**src/rtl/uart_bridge.sv**
```systemverilog
// Board-side UART endpoint: 8N1 receiver and transmitter, each buffered by a
// byte FIFO that the core reads/writes through a show-ahead FIFO port.
module uart_bridge #(
   parameter int CLK_PER_BIT = 434,
   parameter int DEPTH_LOG2  = 4
) (
   input  logic       clk,
   input  logic       rst_n,
   input  logic       rxd,
   output logic       txd,
   output logic       uart_empty,
   output logic [7:0] uart_in,
   input  logic       uart_rdreq,
   input  logic [7:0] uart_out,
   input  logic       uart_wrreq,
   output logic       rx_overflow,
   output logic       tx_overflow,
   output logic       frame_err
);

   localparam int DEPTH = 1 << DEPTH_LOG2;
   localparam int CW    = $clog2(CLK_PER_BIT);
   localparam logic [CW-1:0] BIT_LAST  = CW'(CLK_PER_BIT - 1);
   localparam logic [CW-1:0] HALF_LAST = CW'(CLK_PER_BIT / 2 - 1);
   localparam logic [CW-1:0] STOP_LAST = CW'(CLK_PER_BIT - 2);
   localparam logic [CW-1:0] CNT_ONE   = CW'(1);

   typedef enum logic [2:0] {RX_IDLE, RX_START, RX_DATA, RX_STOP, RX_WAIT_HIGH} rx_state_t;
   typedef enum logic [1:0] {TX_IDLE, TX_START, TX_DATA, TX_STOP} tx_state_t;

   logic rx_meta, rx_sync;

   always_ff @(posedge clk or negedge rst_n) begin
      if (!rst_n) begin
         rx_meta <= 1'b1;
         rx_sync <= 1'b1;
      end else begin
         rx_meta <= rxd;
         rx_sync <= rx_meta;
      end
   end

   rx_state_t       rx_state, rx_next;
   logic [CW-1:0]   rx_cnt;
   logic [2:0]      rx_bit;
   logic [7:0]      rx_shift;
   logic            rx_push, rx_bad_stop;
   logic            rx_half_tick, rx_bit_tick;

   assign rx_half_tick = (rx_cnt == HALF_LAST);
   assign rx_bit_tick  = (rx_cnt == BIT_LAST);

   always_ff @(posedge clk or negedge rst_n) begin
      if (!rst_n) rx_state <= RX_IDLE;
      else        rx_state <= rx_next;
   end

   always_comb begin
      rx_next = rx_state;
      case (rx_state)
         RX_IDLE:      if (!rx_sync) rx_next = RX_START;
         RX_START:     if (rx_half_tick) rx_next = rx_sync ? RX_IDLE : RX_DATA;
         RX_DATA:      if (rx_bit_tick && rx_bit == 3'd7) rx_next = RX_STOP;
         RX_STOP:      if (rx_bit_tick) rx_next = rx_sync ? RX_IDLE : RX_WAIT_HIGH;
         RX_WAIT_HIGH: if (rx_sync) rx_next = RX_IDLE;
         default:      rx_next = RX_IDLE;
      endcase
   end

   always_comb begin
      rx_push     = 1'b0;
      rx_bad_stop = 1'b0;
      if (rx_state == RX_STOP && rx_bit_tick) begin
         rx_push     = rx_sync;
         rx_bad_stop = !rx_sync;
      end
   end

   // The counter is preloaded to 1 in IDLE so the start-bit check lands
   // CLK_PER_BIT/2 cycles after the synchronized falling edge.
   always_ff @(posedge clk or negedge rst_n) begin
      if (!rst_n) begin
         rx_cnt   <= '0;
         rx_bit   <= '0;
         rx_shift <= '0;
      end else begin
         case (rx_state)
            RX_START: begin
               rx_bit <= '0;
               rx_cnt <= rx_half_tick ? '0 : rx_cnt + 1'b1;
            end
            RX_DATA: begin
               if (rx_bit_tick) begin
                  rx_cnt   <= '0;
                  rx_shift <= {rx_sync, rx_shift[7:1]};
                  rx_bit   <= rx_bit + 1'b1;
               end else begin
                  rx_cnt <= rx_cnt + 1'b1;
               end
            end
            RX_STOP: rx_cnt <= rx_bit_tick ? '0 : rx_cnt + 1'b1;
            default: rx_cnt <= CNT_ONE;
         endcase
      end
   end

   logic [7:0]          rx_mem [DEPTH];
   logic [DEPTH_LOG2:0] rx_wr, rx_rd;
   logic                rx_full, rx_empty, rx_pop, rx_accept;

   assign rx_empty  = (rx_wr == rx_rd);
   assign rx_full   = (rx_wr[DEPTH_LOG2] != rx_rd[DEPTH_LOG2]) &&
                      (rx_wr[DEPTH_LOG2-1:0] == rx_rd[DEPTH_LOG2-1:0]);
   assign rx_pop    = uart_rdreq && !rx_empty;
   assign rx_accept = rx_push && (!rx_full || rx_pop);

   always_ff @(posedge clk or negedge rst_n) begin
      if (!rst_n) begin
         rx_wr <= '0;
         rx_rd <= '0;
      end else begin
         if (rx_accept) rx_wr <= rx_wr + 1'b1;
         if (rx_pop)    rx_rd <= rx_rd + 1'b1;
      end
   end

   always_ff @(posedge clk) begin
      if (rx_accept) rx_mem[rx_wr[DEPTH_LOG2-1:0]] <= rx_shift;
   end

   assign uart_empty = rx_empty;
   assign uart_in    = rx_empty ? 8'h00 : rx_mem[rx_rd[DEPTH_LOG2-1:0]];

   logic [7:0]          tx_mem [DEPTH];
   logic [DEPTH_LOG2:0] tx_wr, tx_rd;
   logic                tx_full, tx_empty, tx_pop, tx_accept;
   logic [7:0]          tx_head;

   assign tx_empty  = (tx_wr == tx_rd);
   assign tx_full   = (tx_wr[DEPTH_LOG2] != tx_rd[DEPTH_LOG2]) &&
                      (tx_wr[DEPTH_LOG2-1:0] == tx_rd[DEPTH_LOG2-1:0]);
   assign tx_accept = uart_wrreq && (!tx_full || tx_pop);
   assign tx_head   = tx_mem[tx_rd[DEPTH_LOG2-1:0]];

   always_ff @(posedge clk or negedge rst_n) begin
      if (!rst_n) begin
         tx_wr <= '0;
         tx_rd <= '0;
      end else begin
         if (tx_accept) tx_wr <= tx_wr + 1'b1;
         if (tx_pop)    tx_rd <= tx_rd + 1'b1;
      end
   end

   always_ff @(posedge clk) begin
      if (tx_accept) tx_mem[tx_wr[DEPTH_LOG2-1:0]] <= uart_out;
   end

   tx_state_t     tx_state, tx_next;
   logic [CW-1:0] tx_cnt;
   logic [2:0]    tx_bit;
   logic [7:0]    tx_shift;
   logic          tx_bit_tick, tx_stop_tick;

   assign tx_bit_tick  = (tx_cnt == BIT_LAST);
   assign tx_stop_tick = (tx_cnt == STOP_LAST);

   always_ff @(posedge clk or negedge rst_n) begin
      if (!rst_n) tx_state <= TX_IDLE;
      else        tx_state <= tx_next;
   end

   // STOP ends one cycle early because the IDLE cycle that pops the next byte
   // still drives the stop level, keeping every frame exactly 10 bit periods.
   always_comb begin
      tx_next = tx_state;
      case (tx_state)
         TX_IDLE:  if (!tx_empty) tx_next = TX_START;
         TX_START: if (tx_bit_tick) tx_next = TX_DATA;
         TX_DATA:  if (tx_bit_tick && tx_bit == 3'd7) tx_next = TX_STOP;
         TX_STOP:  if (tx_stop_tick) tx_next = TX_IDLE;
         default:  tx_next = TX_IDLE;
      endcase
   end

   always_comb begin
      tx_pop = (tx_state == TX_IDLE) && !tx_empty;
   end

   always_ff @(posedge clk or negedge rst_n) begin
      if (!rst_n) begin
         txd      <= 1'b1;
         tx_cnt   <= '0;
         tx_bit   <= '0;
         tx_shift <= '0;
      end else begin
         case (tx_state)
            TX_IDLE: begin
               tx_cnt <= '0;
               tx_bit <= '0;
               if (tx_pop) begin
                  tx_shift <= tx_head;
                  txd      <= 1'b0;
               end
            end
            TX_START: begin
               if (tx_bit_tick) begin
                  tx_cnt   <= '0;
                  txd      <= tx_shift[0];
                  tx_shift <= {1'b0, tx_shift[7:1]};
               end else begin
                  tx_cnt <= tx_cnt + 1'b1;
               end
            end
            TX_DATA: begin
               if (tx_bit_tick) begin
                  tx_cnt <= '0;
                  if (tx_bit == 3'd7) begin
                     txd <= 1'b1;
                  end else begin
                     txd      <= tx_shift[0];
                     tx_shift <= {1'b0, tx_shift[7:1]};
                     tx_bit   <= tx_bit + 1'b1;
                  end
               end else begin
                  tx_cnt <= tx_cnt + 1'b1;
               end
            end
            default: tx_cnt <= tx_stop_tick ? '0 : tx_cnt + 1'b1;
         endcase
      end
   end

   always_ff @(posedge clk or negedge rst_n) begin
      if (!rst_n) begin
         rx_overflow <= 1'b0;
         tx_overflow <= 1'b0;
         frame_err   <= 1'b0;
      end else begin
         if (rx_push && !rx_accept)   rx_overflow <= 1'b1;
         if (uart_wrreq && !tx_accept) tx_overflow <= 1'b1;
         if (rx_bad_stop)             frame_err   <= 1'b1;
      end
   end

endmodule

```
**config.mk**
```make
export PLATFORM = sky130hd
export DESIGN_NAME = uart_bridge
export DESIGN_NICKNAME = d
export VERILOG_FILES = /design/src/rtl/uart_bridge.sv
export SDC_FILE = /design/constraint.sdc
export NUM_CORES = 1
export LEC_CHECK = 0
export CORE_MARGIN = 8
export CORE_UTILIZATION = 60
export CTS_BUF_LIST = sky130_fd_sc_hd__clkbuf_4 sky130_fd_sc_hd__clkbuf_8
export DETAILED_ROUTE_END_ITERATION = 16
export HOLD_SLACK_MARGIN = 0.06
export PLACE_DENSITY = 0.77
export SLEW_MARGIN = 5
export SYNTH_ARGS = -nofsm -noshare
export SYNTH_HDL_FRONTEND = slang
export SYNTH_SLANG_ARGS = --single-unit
export TNS_END_PERCENT = 10
```
**constraint.sdc**
```tcl
create_clock -name clk -period 3.1 [get_ports clk]
set_clock_uncertainty 0.05 [all_clocks]
set_input_delay 0.31 -clock clk [delete_from_list [all_inputs] [get_ports clk]]
set_output_delay 0.31 -clock clk [all_outputs]
set_load 0.02 [all_outputs]
```
## Yosys cells after proc, flatten, opt, wreduce, memory -nomap -nowiden

Memories as Yosys holds them, arrays and structs flattened.
Cells that the tools add are included.

- Shifts and indexed selects: 0
- Add/subtract/negate cells: 8
- Divide/modulo/power cells: 0
- $mul: 0
- Bitwise logic cells: 0
- $lt $le $gt $ge: 0
- Equal/unequal tests: 32
- Reductions and logical operators: 34
- Multiplexer cells: 41

Operator list:

| operator | count |
|---|---|
| $mux 8 | 5 |
| $mux 9 | 4 |
| $pmux 9 s2 | 2 |
| $eq 9x9->1 const B | 3 |
| $mux 3 | 9 |
| $ne 2x2->1 const B | 13 |
| $pmux 8 s3 | 1 |
| $add 5x1->5 const B | 4 |
| $add 9x1->9 const B | 2 |
| $pmux 3 s5 | 1 |
| $pmux 3 s2 | 2 |
| $logic_and 1x1->1 | 11 |
| $eq 5x5->1 | 2 |
| $mux 1 | 10 |
| $mux 2 | 5 |
| $reduce_and 5->1 | 2 |
| $eq 3x3->1 const B | 3 |
| $eq 9x8->1 const B | 1 |
| $eq 4x4->1 | 2 |
| $pmux 2 s4 | 1 |
| $reduce_and 4->1 | 2 |
| $logic_not 1->1 | 7 |
| $add 3x1->3 const B | 2 |
| $eq 3x2->1 const B | 2 |
| 13 further kinds | 19 |

- RAM bits: 256
- Bits in registers: 71
- Bits in read-only memories: 0
- Latch bits: 0
- Output and inout port bits: 13
- Memories: 2

Memory list:

| memory | words | width | rd ports | clocked after memory_dff | wr ports | RTL line | source |
|---|---|---|---|---|---|---|---|
| rx_mem | 16 | 8 | 1 | 0 | 1 | 107 | `logic [7:0] rx_mem [DEPTH];` |
| tx_mem | 16 | 8 | 1 | 0 | 1 | 134 | `logic [7:0] tx_mem [DEPTH];` |

## Logic depth before layout (Yosys ltp)

- Depth after elaboration: 7
- Mapped depth: 8

## Least setup slack after synthesis

No wires, ideal clock.

- Path kind: register to register
- From: reg rx_cnt[2]
- To: mem rx_mem[0][0], enable pin
- Setup slack: 0.273 ns
- Buffers on the path: 1
- Cell stages (with the launch flop): 7
- Required time: 2.667 ns
- Clock period less this slack: 2.827 ns
- Data arrival time: 2.394 ns
- Cells stage by stage: dfrtp_1 -> nand3b_1 -> nor4b_1 -> o2111a_1 -> buf_2 -> nand2_1 -> nor3_1

- Cells in the longest elaborated chain, start to end: 6

RTL lines:

| item | RTL line | source |
|---|---|---|
| start, declared | 44 | `logic [CW-1:0] rx_cnt;` |
| start signal, assigned | 90 | `rx_cnt <= rx_half_tick ? '0 : rx_cnt + 1'b1;` |
| start signal, assigned | 98 | `rx_cnt <= rx_cnt + 1'b1;` |
| start signal, assigned | 101 | `RX_STOP: rx_cnt <= rx_bit_tick ? '0 : rx_cnt + 1'b1;` |
| $eq 9x9->1 | 51 | `assign rx_bit_tick = (rx_cnt == BIT_LAST);` |
| $logic_and 1x1->1 | 73 | `if (rx_state == RX_STOP && rx_bit_tick) begin` |
| $mux 1 | 73 |  |
| $logic_and 1x1->1 | 115 | `assign rx_accept = rx_push && (!rx_full \|\| rx_pop);` |
| $mux 1 | 128 | `if (rx_accept) rx_mem[rx_wr[DEPTH_LOG2-1:0]] <= rx_shift;` |
| $mux 1 (implied by the code) | 128 |  |
| end, declared | 107 |  |

Every way passes these cells.

## Worst setup path in the final report

- From: reg rx_rd[0]
- To: out uart_in[3]

- Cells in the longest elaborated chain, start to end: 2

RTL lines:

| item | RTL line | source |
|---|---|---|
| start, declared | 108 | `logic [DEPTH_LOG2:0] rx_wr, rx_rd;` |
| start signal, assigned | 123 | `if (rx_pop) rx_rd <= rx_rd + 1'b1;` |
| $mem_v2 16x8 / $eq 5x5->1 (equally long branches) | n/a |  |
| $mux 8 (*) | 132 | `assign uart_in = rx_empty ? 8'h00 : rx_mem[rx_rd[DEPTH_LOG2-1:0]];` |
| end, declared | 12 | `output logic [7:0] uart_in,` |

Every way passes the cells marked *; elsewhere a longest branch is shown, timed or not.

==> results.yml <==
critical_path:
  cp.required_ps: 2740
  criticalPathCategory: "reg2out"
  worstSetupStartpoint: "rx_rd[0]"
  critPathCaptureType: "output port"
  crit_path_max_fanout: 8
  critPathLaunchType: "flip-flop"
  cp.arrival_ps: 2630
  timing.rr.start: "tx_wr[3]"
clock_network:
  clockBufferDepth: 3
  ctsRootBufferMaster: "clkbuf_8"
  clock-sinks: 327
  cts.reportedPaths.clkPinSlew_ps: 60
  clock_latency_ps: 580
  htreeDepth: 2
  numCtsBuffers: 50
  cts_tree: "done"
final_layout:
  syn2layout_area_growth_pct: 13.79
  layout-drive-gt1-share_pct: 25.53
  fin_cells: 1178
  nets: 891
  n_antenna_cell: 0
  fin_area_um2: 15490
pwr:
  vdd_drop_max_mv: 0.4019
  powerDensity_nw_per_um2: 651.7
  cellLeakagePower_uw: 0.005964
yosys:
  ys_top_cells_by_area: "edfxtp_1 56%, dfrtp_1 12%, mux4_2 11%"
  postSynthCellCount: 770
  synth_fp_nets: 808
  synthFlopType: "edfxtp_1"
  yosysUniqueCellTypes: 59
  synth_top_cell_by_area: "edfxtp_1"
  synthSimpleGateAreaFrac_pct: 6.231
  synth-xor-area-share_pct: 2.702
  ys_ff_latch: 327
  synth_top_family_by_area: "multiplexers"
  synth_top_area_share_pct: 56.47
  synthArstFlopShare_pct: 21.71
  synth_compound_area_share_pct: 3.575
  synth_area_um2: 13610
  synthAdderAreaFrac_pct: 2.298
  yosys_warnings: 0
  yosysSeqAreaShare_pct: 69.54
  avgSynthCellArea_um2: 17.68
  synthMuxAreaShare_pct: 14.02
  synth_edf_count: 256
timing:
  timing.final.ws_setup_ps: 111.4
  slew_headroom_pct: 36.43
  finalSetupViolCount: 0
  hold_slack_ps: 158.3
  hold_viol_final: 0
  drv_slew: 0
  fin_crit_sh_pct: 96.41
  fin_crit_ps: 2989
  finalSetupTns_ps: 0
  rsz0062_at_grt: "no"
  fmax_mhz: 334.6
  worstMarginPinSlew_ps: 953.5
die:
  die_h_um: 166.6
  initial_core_util_pct: 60.69
  num_rows: 55
  coreArea_um2: 22430
  die_x_um: 166.6
  dieArea_um2: 27770
  pin_count: 26
global_route:
  grt_max_degree: 72
  antenna_found_initial: 0
  grt_pass1_vias: 7588
  grt_remaining_overflow: 0
  grt_pass1_wl_um: 42130
  grt_usage_pct: 19.38
detailed_routing:
  drt_wl_total_um: 26680
  drt-pass1-iter-count: 5
  routedWlPerCell_um: 22.65
  first_iter_violations: 551
  ant_nets: 0
  remaining_drc_errors: 0
  via_count: 7148
  vias_per_cell: 6.068
place:
  gp_congestion: 0.8044
  dp_hpwl_um: 16900
  place_ws_ps: 360.4
  port_buffers: 25
  place_area_um2: 14380
  dp.cells: 1082
run:
  drv_cap: 0
hold_path:
  hold_path.startpoint: "rxd"
  min_path_type: "in2reg"
outcome:
  status: "complete, no violations"
cell families after synthesis:
family                     Yosys count
adders and majority gates           25
and+or+nand+nor                    155
DFF                                327
buffers and inverters               54
muxes                              105
AOI/OAI and AO/OA                   62
xor gates and xnor gates            42
final cells by class:
class / instances / area (um2)
Clock inverter: 27 / 232.7
Sequential cell: 327 / 9469
Inverter: 16 / 60.06
Tap cell: 285 / 356.6
Multi-Input combinational cell: 389 / 3925
Fill cell: 1428 / 6942
Timing Repair Buffer: 69 / 623.1
Clock buffer: 65 / 825.8
routing by layer:
| metal | GRT usage [%] | wire, um |
|---|---|---|
| met5 | 0 | 0 |
| met4 | 7.795 | 811 |
| met3 | 3.712 | 1668 |
| met2 | 33.64 | 13840 |
| met1 | 23.69 | 10360 |
synthesized netlist by cell type, types with 4 or more instances:
library cell / number
nand4_1: 8
a21oi_1: 5
mux4_2: 64
mux2_4: 8
a31oi_1: 8
nor2b_1: 11
nand2_1: 32
buf_1: 4
dfrtp_1: 68
nor2_1: 43
a2bb2oi_1: 14
nor3b_1: 7
nand3_1: 9
o221ai_1: 7
edfxtp_1: 256
and4_1: 5
clkbuf_1: 24
nor3_1: 8
xor2_1: 20
mux2i_1: 19
o21ai_0: 6
and3_1: 9
and3b_1: 4
ha_1: 25
mux2_2: 14
xnor2_1: 22
inv_1: 15
buf_2: 9
state kept, by name (all words and copies together) (netlist names), 5 cells and up:
| register | flops |
|---|---|
| rx_shift | 8 |
| tx_wr | 5 |
| rx_cnt | 9 |
| tx_rd | 5 |
| rx_rd | 5 |
| rx_mem | 128 |
| tx_cnt | 9 |
| tx_shift | 8 |
| tx_mem | 128 |
| rx_wr | 5 |
repair_timing:
item                                    in CTS  in global routing
endpoints found under the setup margin       8                  5
gates resized for setup                     12                  9
setup buffers                                0                  1
cloned                                       1                  1
hold buffers                                 1                  0
endpoints found under the hold margin       68                  0
worst max-delay path, cell delays in order, from the launching register on:
cell	delay, ps
dfrtp_2	420
buf_12	150
mux4_2	510
mux4_2	510
nor2b_1	150
dlygate4sd2_1	320
metrics by stage:
stage,utilization (%),power [uW]
after floorplan,-,5951
after global placement,64.12,6301
after detailed placement,64.12,6350
after CTS,68.97,10130
after global routing,69.06,10470
final,69.06,10100
where the power goes:
| part | internal, uW | total [uW] | switching (uW) |
|---|---|---|---|
| Combinational | 593 | 1260 | 670 |
| Clock | 2090 | 3730 | 1640 |
| Sequential | 4960 | 5110 | 151 |
cell usage in the layout, fill, tap and decap left out, types with 11 or more instances in the layout:
cell type and n:
mux4_2 64, mux2i_1 19, clkbuf_8 54, nand2_1 32, xnor2_1 22, edfxtp_1 256, clkdlybuf4s50_1 16, mux2_2 14
xor2_1 20, ha_1 25, buf_4 39, clkinv_1 13, a2bb2oi_1 14, nor2_1 43, inv_1 15, dfrtp_1 67
clkbuf_4 11, nor2b_1 11
worst paths after layout:
kind	slack [ps]	cells after the start	to
max reg2reg	280	5	tx_mem[10][0]
min	160	1	rx_meta
min in group asynchronous	380	2	rx_bit[1]
max	110	5	uart_in[3]
max in group asynchronous	1960	2	rx_rd[0]
min reg2reg	300	0	rx_sync
(Power assumes the default switching activity.)
